$ cat config.mk
export PLATFORM = sky130hd
export DESIGN_NAME = uart_packet_tx_arbiter_flat
export DESIGN_NICKNAME = d
export VERILOG_FILES = /design/src/rtl/uart_packet_tx_arbiter_if.sv /design/src/rtl/uart_packet_tx_arbiter.sv /design/src/flat_wrapper.sv
export SDC_FILE = /design/constraint.sdc
export NUM_CORES = 1
export LEC_CHECK = 0
export CAP_MARGIN = 20
export CORE_MARGIN = 8
export CORE_UTILIZATION = 41
export DETAILED_ROUTE_END_ITERATION = 6
export PLACE_DENSITY = 0.85
export REMOVE_ABC_BUFFERS = 1
export SLEW_MARGIN = 20
export SYNTH_ARGS = -nofsm -noshare
export SYNTH_HDL_FRONTEND = slang
export SYNTH_SLANG_ARGS = --single-unit
$ cat constraint.sdc
create_clock -name ipClk -period 3.13 [get_ports ipClk]
set_input_delay 0.626 -clock ipClk [delete_from_list [all_inputs] [get_ports ipClk]]
set_output_delay 0.626 -clock ipClk [all_outputs]
set_load 0.03 [all_outputs]
$ cat src/rtl/uart_packet_tx_arbiter_if.sv
// Packet-stream byte type and the requester/transmitter bundle around the UART packet TX arbiter.
// Valid/ready: a byte moves on a clock edge exactly when Valid && ready are both high in that cycle.
package uart_packet_pkg;
    typedef struct packed {
        logic [3:0] Source;
        logic [3:0] Destination;
        logic [7:0] Length;
        logic [7:0] Data;
        logic       SoP;
        logic       EoP;
        logic       Valid;
    } UART_PACKET;
endpackage

interface uart_packet_tx_arbiter_if #(
    parameter int NUM_REQ = 2
);
    import uart_packet_pkg::*;

    UART_PACKET [NUM_REQ-1:0] ipStream;
    logic [NUM_REQ-1:0]       opReady;
    UART_PACKET               opTxStream;
    logic                     ipTxReady;

    // master: requesters plus transmitter side; slave: the arbiter.
    modport master (output ipStream, output ipTxReady, input opReady, input opTxStream);
    modport slave  (input ipStream, input ipTxReady, output opReady, output opTxStream);
endinterface

$ cat src/rtl/uart_packet_tx_arbiter.sv
// Round-robin packet arbiter for the shared UART packet transmitter: grants one requester
// from SoP to EoP, drops stray non-SoP bytes while idle, and aborts stalled packets.
module uart_packet_tx_arbiter
    import uart_packet_pkg::*;
#(
    parameter int NUM_REQ        = 2,
    parameter int TIMEOUT_CYCLES = 1024
) (
    input  logic                    ipClk,
    input  logic                    reset,
    uart_packet_tx_arbiter_if.slave bus,
    output logic [1:0]              opGrant,
    output logic                    opBusy,
    output logic                    opTimeout,
    output logic [7:0]              opDropCount,
    output logic                    opDbgLocked
);
    typedef enum logic {IDLE, LOCKED} state_t;

    localparam int WD_W = (TIMEOUT_CYCLES > 1) ? $clog2(TIMEOUT_CYCLES) : 1;
    localparam logic [WD_W-1:0] WD_LAST = WD_W'((TIMEOUT_CYCLES > 0) ? TIMEOUT_CYCLES - 1 : 0);
    localparam bit WD_EN = (TIMEOUT_CYCLES > 0);

    state_t            state;
    logic [1:0]        rrPtr;
    logic [WD_W-1:0]   wdCount;

    UART_PACKET         grantStream;
    logic [NUM_REQ-1:0] eligible;
    logic [NUM_REQ-1:0] dropping;
    logic               selFound;
    logic [1:0]         selIdx;
    logic [2:0]         scan;
    logic [2:0]         dropNum;
    logic [8:0]         dropTotal;
    logic [7:0]         dropNext;
    logic [1:0]         nextPtr;
    logic               xfer;
    logic               abort;

    always_comb begin
        grantStream = '0;
        eligible    = '0;
        dropping    = '0;
        dropNum     = '0;
        for (int i = 0; i < NUM_REQ; i++) begin
            eligible[i] = bus.ipStream[i].Valid && bus.ipStream[i].SoP;
            dropping[i] = bus.ipStream[i].Valid && !bus.ipStream[i].SoP;
            dropNum     = dropNum + 3'(dropping[i]);
            if (opGrant == 2'(i)) grantStream = bus.ipStream[i];
        end
    end

    // Scan from the highest offset down so the requester nearest the pointer wins.
    always_comb begin
        selFound = 1'b0;
        selIdx   = '0;
        scan     = '0;
        for (int k = NUM_REQ - 1; k >= 0; k--) begin
            scan = {1'b0, rrPtr} + 3'(k);
            if (scan >= 3'(NUM_REQ)) scan = scan - 3'(NUM_REQ);
            for (int j = 0; j < NUM_REQ; j++) begin
                if (scan == 3'(j) && eligible[j]) begin
                    selFound = 1'b1;
                    selIdx   = 2'(j);
                end
            end
        end
    end

    always_comb begin
        dropTotal = {1'b0, opDropCount} + 9'(dropNum);
        dropNext  = (dropTotal > 9'd255) ? 8'd255 : dropTotal[7:0];
        nextPtr   = (opGrant == 2'(NUM_REQ - 1)) ? 2'd0 : opGrant + 2'd1;
        xfer      = grantStream.Valid && bus.ipTxReady;
        abort     = WD_EN && !grantStream.Valid && (wdCount == WD_LAST);
    end

    // Pass-through and backpressure are combinational while locked; idle readiness only drains strays.
    always_comb begin
        bus.opReady    = '0;
        bus.opTxStream = '0;
        if (state == LOCKED) begin
            bus.opTxStream = grantStream;
            for (int i = 0; i < NUM_REQ; i++) begin
                if (opGrant == 2'(i)) bus.opReady[i] = bus.ipTxReady;
            end
        end else if (!reset) begin
            bus.opReady = dropping;
        end
    end

    assign opDbgLocked = (state == LOCKED);

    always_ff @(posedge ipClk) begin
        if (reset) begin
            state       <= IDLE;
            rrPtr       <= '0;
            opGrant     <= '0;
            opBusy      <= 1'b0;
            opTimeout   <= 1'b0;
            opDropCount <= '0;
            wdCount     <= '0;
        end else begin
            opTimeout <= 1'b0;
            case (state)
                IDLE: begin
                    opDropCount <= dropNext;
                    if (selFound) begin
                        opGrant <= selIdx;
                        opBusy  <= 1'b1;
                        wdCount <= '0;
                        state   <= LOCKED;
                    end
                end
                LOCKED: begin
                    if (xfer) begin
                        wdCount <= '0;
                        if (grantStream.EoP) begin
                            state  <= IDLE;
                            opBusy <= 1'b0;
                            rrPtr  <= nextPtr;
                        end
                    end else if (!grantStream.Valid) begin
                        if (abort) begin
                            state     <= IDLE;
                            opBusy    <= 1'b0;
                            opTimeout <= 1'b1;
                            rrPtr     <= nextPtr;
                        end else begin
                            wdCount <= wdCount + 1'b1;
                        end
                    end
                end
                default: state <= IDLE;
            endcase
        end
    end
endmodule

$ cat src/flat_wrapper.sv
// flat-port wrapper written by rule: the top's interface ports become plain ports
module uart_packet_tx_arbiter_flat import uart_packet_pkg::*;
#(
    parameter int NUM_REQ        = 2,
    parameter int TIMEOUT_CYCLES = 1024
)
  (ipClk, reset, opGrant, opBusy, opTimeout, opDropCount, opDbgLocked, bus_ipStream, bus_ipTxReady, bus_opReady, bus_opTxStream);
  uart_packet_tx_arbiter_if #(.NUM_REQ(NUM_REQ)) bus_i ();
  input  logic ipClk;
  input  logic reset;
  output logic [1:0] opGrant;
  output logic opBusy;
  output logic opTimeout;
  output logic [7:0] opDropCount;
  output logic opDbgLocked;
  input wire logic [$bits(bus_i.ipStream)-1:0] bus_ipStream;
  input wire logic [$bits(bus_i.ipTxReady)-1:0] bus_ipTxReady;
  output wire logic [$bits(bus_i.opReady)-1:0] bus_opReady;
  output wire logic [$bits(bus_i.opTxStream)-1:0] bus_opTxStream;
  assign bus_i.ipStream = bus_ipStream;
  assign bus_i.ipTxReady = bus_ipTxReady;
  assign bus_opReady = bus_i.opReady;
  assign bus_opTxStream = bus_i.opTxStream;
  uart_packet_tx_arbiter #(.NUM_REQ(NUM_REQ), .TIMEOUT_CYCLES(TIMEOUT_CYCLES)) u_core (.ipClk(ipClk), .reset(reset), .bus(bus_i), .opGrant(opGrant), .opBusy(opBusy), .opTimeout(opTimeout), .opDropCount(opDropCount), .opDbgLocked(opDbgLocked));
endmodule
==> results of run 1 <==
==> worst min-delay path by stage <==
stage,start,endpoint,depth (start not counted)
5_1_grt,u_core.wdCount[8]$_SDFFE_PP0P_,u_core.wdCount[8]$_SDFFE_PP0P_,2
6_report,u_core.wdCount[1]$_SDFFE_PP0P_,u_core.wdCount[1]$_SDFFE_PP0P_,2
3_3_place_gp,u_core.wdCount[4]$_SDFFE_PP0P_,u_core.wdCount[4]$_SDFFE_PP0P_,1
2_1_floorplan,u_core.wdCount[4]$_SDFFE_PP0P_,u_core.wdCount[4]$_SDFFE_PP0P_,1
3_5_place_dp,u_core.wdCount[4]$_SDFFE_PP0P_,u_core.wdCount[4]$_SDFFE_PP0P_,1
4_1_cts,u_core.wdCount[7]$_SDFFE_PP0P_,u_core.wdCount[7]$_SDFFE_PP0P_,2
==> sequential cells by signal, indices dropped and copies added (netlist names) <==
signal and flops:
u_core.opDbgLocked 1, u_core.opTimeout 1, u_core.opGrant 1, u_core.rrPtr 1, u_core.opBusy 1, u_core.wdCount 10, u_core.opDropCount 8
==> cell type report <==
cell class | instances | area [um2] | share of cell area
Multi-Input combinational cell | 170 | 1110 | 0.407
Clock buffer | 3 | 41.3 | 0.0151
Clock inverter | 1 | 5.00 | 0.00184
Tap cell | 50 | 62.6 | 0.0229
Timing Repair Buffer | 102 | 1020 | 0.374
Inverter | 7 | 26.3 | 0.00964
Sequential cell | 23 | 462 | 0.169
==> worst max-delay path, cell delays in order <==
cell             delay, ns
clkdlybuf4s50_1       0.57
nor2b_1               0.21
a32o_1                0.15
clkdlybuf4s50_1       0.68
==> power groups by stage <==
stage / Sequential, W / Combinational (W) / Clock [W]
floorplan: 0.000347 / 0.000151 / 0
global placement: 0.000329 / 0.000339 / 0
detailed placement: 0.000330 / 0.000344 / 0
CTS: 0.000323 / 0.000345 / 0.000189
global route: 0.000325 / 0.000366 / 0.000202
finish: 0.000322 / 0.000343 / 0.000183
==> kinds of logic after synthesis <==
| logic type | Yosys count |
|---|---|
| compound gates | 38 |
| xor+xnor | 2 |
| fa+ha+maj | 5 |
| buf+inv | 20 |
| flops | 23 |
| mux | 29 |
| other cells | 1 |
| simple gates | 95 |
==> routing by layer <==
layer / routed length, um / global-route usage / vias to the layer above
met3: 157 / 0.0191 / 4
met1: 2410 / 0.193 / 826
li1: - / - / 942
met4: 46 / 0.0185 / 0
met2: 3120 / 0.348 / 39
met5: 0 / 0 / -
==> cells in the final DEF, fill, tap and decap left out, types with 3 or more instances in the layout <==
master,instances
mux2i_1,28
clkdlybuf4s50_1,97
nand2_1,10
a21oi_1,11
inv_1,7
o21ai_0,11
dfxtp_1,22
ha_1,4
nor2_1,43
nor3_1,4
nand3_1,10
nor3b_1,4
clkbuf_8,3
buf_4,4
nor2b_1,4
nand4_1,5
and4_1,3
==> through the flow <==
| step | total power (W) | setup WS (ns) | cell area, um2 | util | hold WS [ns] |
|---|---|---|---|---|---|
| global route | 0.000894 | 0.160 | 2730 | 0.692 | 0.521 |
| CTS | 0.000856 | 0.254 | 2730 | 0.692 | 0.500 |
| finish | 0.000848 | 0.264 | 2730 | 0.692 | 0.494 |
| detailed placement | 0.000674 | 0.0834 | 2680 | 0.680 | 0.461 |
| global placement | 0.000667 | 0.203 | 2680 | 0.680 | 0.464 |
| floorplan | 0.000498 | 0.220 | 1600 | - | 0.429 |
==> flow_summary.yaml, run 1 <==
outcome:
  outcome: "finished clean"
sta:
  fmax_mhz: 349
  fin_tns_setup_ns: 0
  min_period_ns: 2.87
  final-hold-violation-count: 0
  fin_skew_ns: 0.000980
  maxSlewViolCount: 0
  slew_headroom: 0.499
  setup_violations: 0
  max_slew.worst_pin.slew_ns: 0.751
  rsz0062_at_grt: "no"
  finalCritPeriodShare: 0.916
place:
  dp_hpwl_um: 4770
  placed_cells: 352
  io_buffer_count: 97
  place_congestion: 0.811
die:
  dieArea_um2: 6340
  fp.dieH_um: 79.6
  io_pins: 99
  core_um2: 3940
  rows: 23
  die_w_um: 79.6
  initial_core_util: 0.421
cts:
  cts_setup_buffers: 0
  htree_levels: 1
  clkTransAtPathRegs_ns: 0.08
  clockRootBuffer: "clkbuf_8"
  tritoncts: "built"
  clock_path_buffers: 2
  cts_hold_buffers: 0
  clkSinkCount: 23
  cts_resized: 0
  clock_latency_ns: 0.26
  numCtsBuffers: 3
route:
  viasPerCell: 5.09
  wire_per_inst_um: 16.1
  first_pass_iters: 4
  drc: 0
  drtIter0Drc: 103
  wirelength_um: 5740
  route.vias.total: 1811
  antenna_left: 0
cells_and_area:
  antenna_cells: 0
  area_delta_synth_final_pct: 64.3
  fillers: 351
  fin_cells: 356
  nNetsFinal: 369
  drive_above_1_share: 0.0490
synth:
  synthFlopType: "dfxtp_1"
  yosysMostFrequentCell: "nor2_1"
  synth_seq_cells: 23
  synth_edf_count: 0
  ys_seq_area_frac: 0.278
  syn_inst: 213
  synth_top_family_by_area: "simple AND/OR/NAND/NOR gates"
  postSynth.asyncResetShare: 0
  syn_avg_cell_area_um2: 7.79
  synth_area_um2: 1660
  synth_simple_gate_area_frac: 0.287
  synth_top_cell_area_share: 0.278
  synthAdderAreaFrac: 0.0422
  synthMuxAreaShare: 0.183
  synth_compound_area_frac: 0.144
  synthXorXnorAreaFrac: 0.0106
  synth_top_area_cell: "dfxtp_1"
  synth.distinct_cells: 46
  synthTopCellsByArea: "dfxtp_1 (28%), mux2i_1 (17%), nor2_1 (9.7%)"
  yosys_warnings: 0
  yosys-top-cells-count: "nor2_1 (43), mux2i_1 (28), dfxtp_1 (23)"
global_routing:
  grt_overflow: 0
  antenna_found_initial: 0
  track_usage: 0.174
  grt_pass1_vias: 1639
  grt_max_degree: 31
  grt_pass1_wl_um: 8890
power:
  peakVddDrop_mv: 0.256
  internal_power_w: 0.000564
  switching_share: 0.335
  p_leak_nw: 0.977
  powerDensity_nw_per_um2: 311
  power_frac_seq: 0.380
  switchingPower_w: 0.000284
  pwr-share-clk: 0.216
  power_frac_comb: 0.404
critical_path:
  r2r-end: "u_core.wdCount[2]$_SDFFE_PP0P_"
  endpoint: "bus_opReady[1]"
  crit_required_ns: 2.50
  worstPathArrival_ns: 2.24
  reg2reg_depth: 5
  crit_path_start_kind: "input pin"
  cp-startpoint: "bus_ipStream[27]"
  reg2reg_slack_ns: 0.79
  crit_type: "in2out"
  r2r_start: "u_core.opGrant[0]$_SDFFE_PP0P_"
  end_kind: "output port"
  worst-path-max-fanout: 4
run:
  cap_violations: 0
min_path:
  hold_class: "reg2reg"
Power figures use the tool's default switching activity.
==> run 2: changes to the inputs <==
- CORE_UTILIZATION: 41 -> 38
- PLACE_DENSITY: 0.85 -> 0.79
- SKIP_CTS_REPAIR_TIMING: default -> 1
- clock period: 3.13 -> 3.1 ns (I/O delays scaled with it)
==> run 2 against run 1 <==
Non-clock buffer count unchanged. Sequential share of layout area about the same. Critical endpoint unchanged. Critical path type unchanged. Wire length increased by 0.61%. Largest power group unchanged.
==> flow_summary.yaml, run 2 (same netlist as run 1, synthesis figures left out) <==
route:
  wire_per_inst_um: 16.1
  first_pass_iters: 4
  antenna_left: 0
  drtIter0Drc: 66
  route.vias.total: 1892
  wl_met3_um: 519
  top_layer: "met4"
  wl_met2_um: 2700
  drc: 0
  wirelength_um: 5770
  viasPerCell: 5.28
  wl_met1_um: 2480
min_path:
  min-delay-start: "u_core.rrPtr[0]$_SDFFE_PP0P_"
  whs_endpoint: "u_core.rrPtr[0]$_SDFFE_PP0P_"
  hold_class: "reg2reg"
  holdPathStages: 2
die:
  dieArea_um2: 6740
  initial_core_util: 0.386
  core_um2: 4290
  rows: 24
  fp.dieH_um: 82.1
  die_w_um: 82.1
  io_pins: 99
sta:
  fin_tns_setup_ns: 0
  fmax_mhz: 349
  slew_headroom: 0.456
  worst_slack_ns: 0.237
  final-hold-violation-count: 0
  finalCritPeriodShare: 0.924
  setup_violations: 0
  max_slew.worst_pin.slew_ns: 0.816
  maxSlewViolCount: 0
  min_period_ns: 2.86
  rsz0062_at_grt: "no"
  fin_skew_ns: 0.00220
global_routing:
  track_usage: 0.160
  antenna_found_initial: 0
  grt_pass1_wl_um: 8720
  grt_pass1_vias: 1782
  grt_max_degree: 31
  grt_overflow: 0
run:
  cap_violations: 0
place:
  io_buffer_count: 97
  place_congestion: 0.792
  dp_hpwl_um: 4750
  dp_worst_setup_slack_ns: 0.126
  place_area_um2: 2680
critical_path:
  cp-startpoint: "bus_ipStream[27]"
  worstPathArrival_ns: 2.24
  crit_type: "in2out"
  end_kind: "output port"
  worst-path-max-fanout: 4
  crit_path_start_kind: "input pin"
  r2r-end: "u_core.wdCount[8]$_SDFFE_PP0P_"
  r2r_start: "u_core.opGrant[0]$_SDFFE_PP0P_"
  reg2reg_slack_ns: 0.83
  reg2reg_depth: 6
  crit_required_ns: 2.48
cells_and_area:
  final_common_cell: "clkdlybuf4s50_1"
  largest_reg_flops: 10
  fillers: 384
  fin_area_um2: 2730
  antenna_cells: 0
  top_regs: "u_core.wdCount x10, u_core.opDropCount x8"
  nNetsFinal: 369
  area_delta_synth_final_pct: 64.4
  drive_above_1_share: 0.0458
  layout_common_cells: "clkdlybuf4s50_1 (97), nor2_1 (43), mux2i_1 (28), dfxtp_1 (22)"
  regMostFlops: "u_core.wdCount"
power:
  p_leak_nw: 0.974
  powerDensity_nw_per_um2: 314
  peakVddDrop_mv: 0.233
cts:
  clkSinkCount: 23
  clockRootBuffer: "clkbuf_8"
  numCtsBuffers: 3
  htree_levels: 1
  clock_path_buffers: 2
  clock_latency_ns: 0.26
  clkTransAtPathRegs_ns: 0.08
  tritoncts: "built"
outcome:
  outcome: "finished clean"
-- run 2: changes by cell type in the layout (fill, tap and decap cells not counted) --
cell / previous run / this run
clkinv_2: 1 / 0
clkbuf_1: 0 / 1
-- run 2: power breakdown --
| group | switching [W] | internal, W | leakage, nW |
|---|---|---|---|
| clock | 0.0000910 | 0.0000916 | 0.0228 |
| combinational | 0.000181 | 0.000175 | 0.764 |
| sequential | 0.0000110 | 0.000306 | 0.187 |
| total | 0.000283 | 0.000573 | 0.974 |
-- run 2: worst max path at each step --
stage / slack (ns) / to
2_1_floorplan: 0.19 / u_core.wdCount[6]$_SDFFE_PP0P_
3_3_place_gp: 0.21 / u_core.opDropCount[6]$_SDFFE_PP0N_
3_5_place_dp: 0.13 / u_core.opDropCount[2]$_SDFFE_PP0N_
4_1_cts: 0.21 / bus_opReady[1]
5_1_grt: 0.13 / bus_opReady[1]
6_report: 0.24 / bus_opReady[1]
-- run 2: layer usage --
metal  up-vias  GRT usage
met5         -          0
met4         0     0.0474
met3         7     0.0284
met2        74      0.281
met1       871      0.192
li1        940          -
-- run 2: worst max-delay path: stages --
cell and delay (ns):
clkdlybuf4s50_1 0.56, nor2b_1 0.24, a32o_1 0.16, clkdlybuf4s50_1 0.67
-- run 2: area by class of cell --
type | count | area [um2] | area share
multi-input combinational | 170 | 1110 | 0.406
timing repair buffer | 102 | 1020 | 0.374
sequential | 23 | 462 | 0.169
tap | 52 | 65.1 | 0.0239
inverter | 7 | 26.3 | 0.00963
clock buffer | 4 | 45.0 | 0.0165
-- run 2: stage by stage --
step | hold slack [ns] | power, W | utilization | cells
after floorplan | 0.429 | 0.000503 | - | 200
after global placement | 0.469 | 0.000676 | 0.625 | 354
after detailed placement | 0.476 | 0.000683 | 0.625 | 354
after CTS | 0.498 | 0.000864 | 0.635 | 358
after global routing | 0.526 | 0.000899 | 0.635 | 358
final | 0.491 | 0.000856 | 0.635 | 358
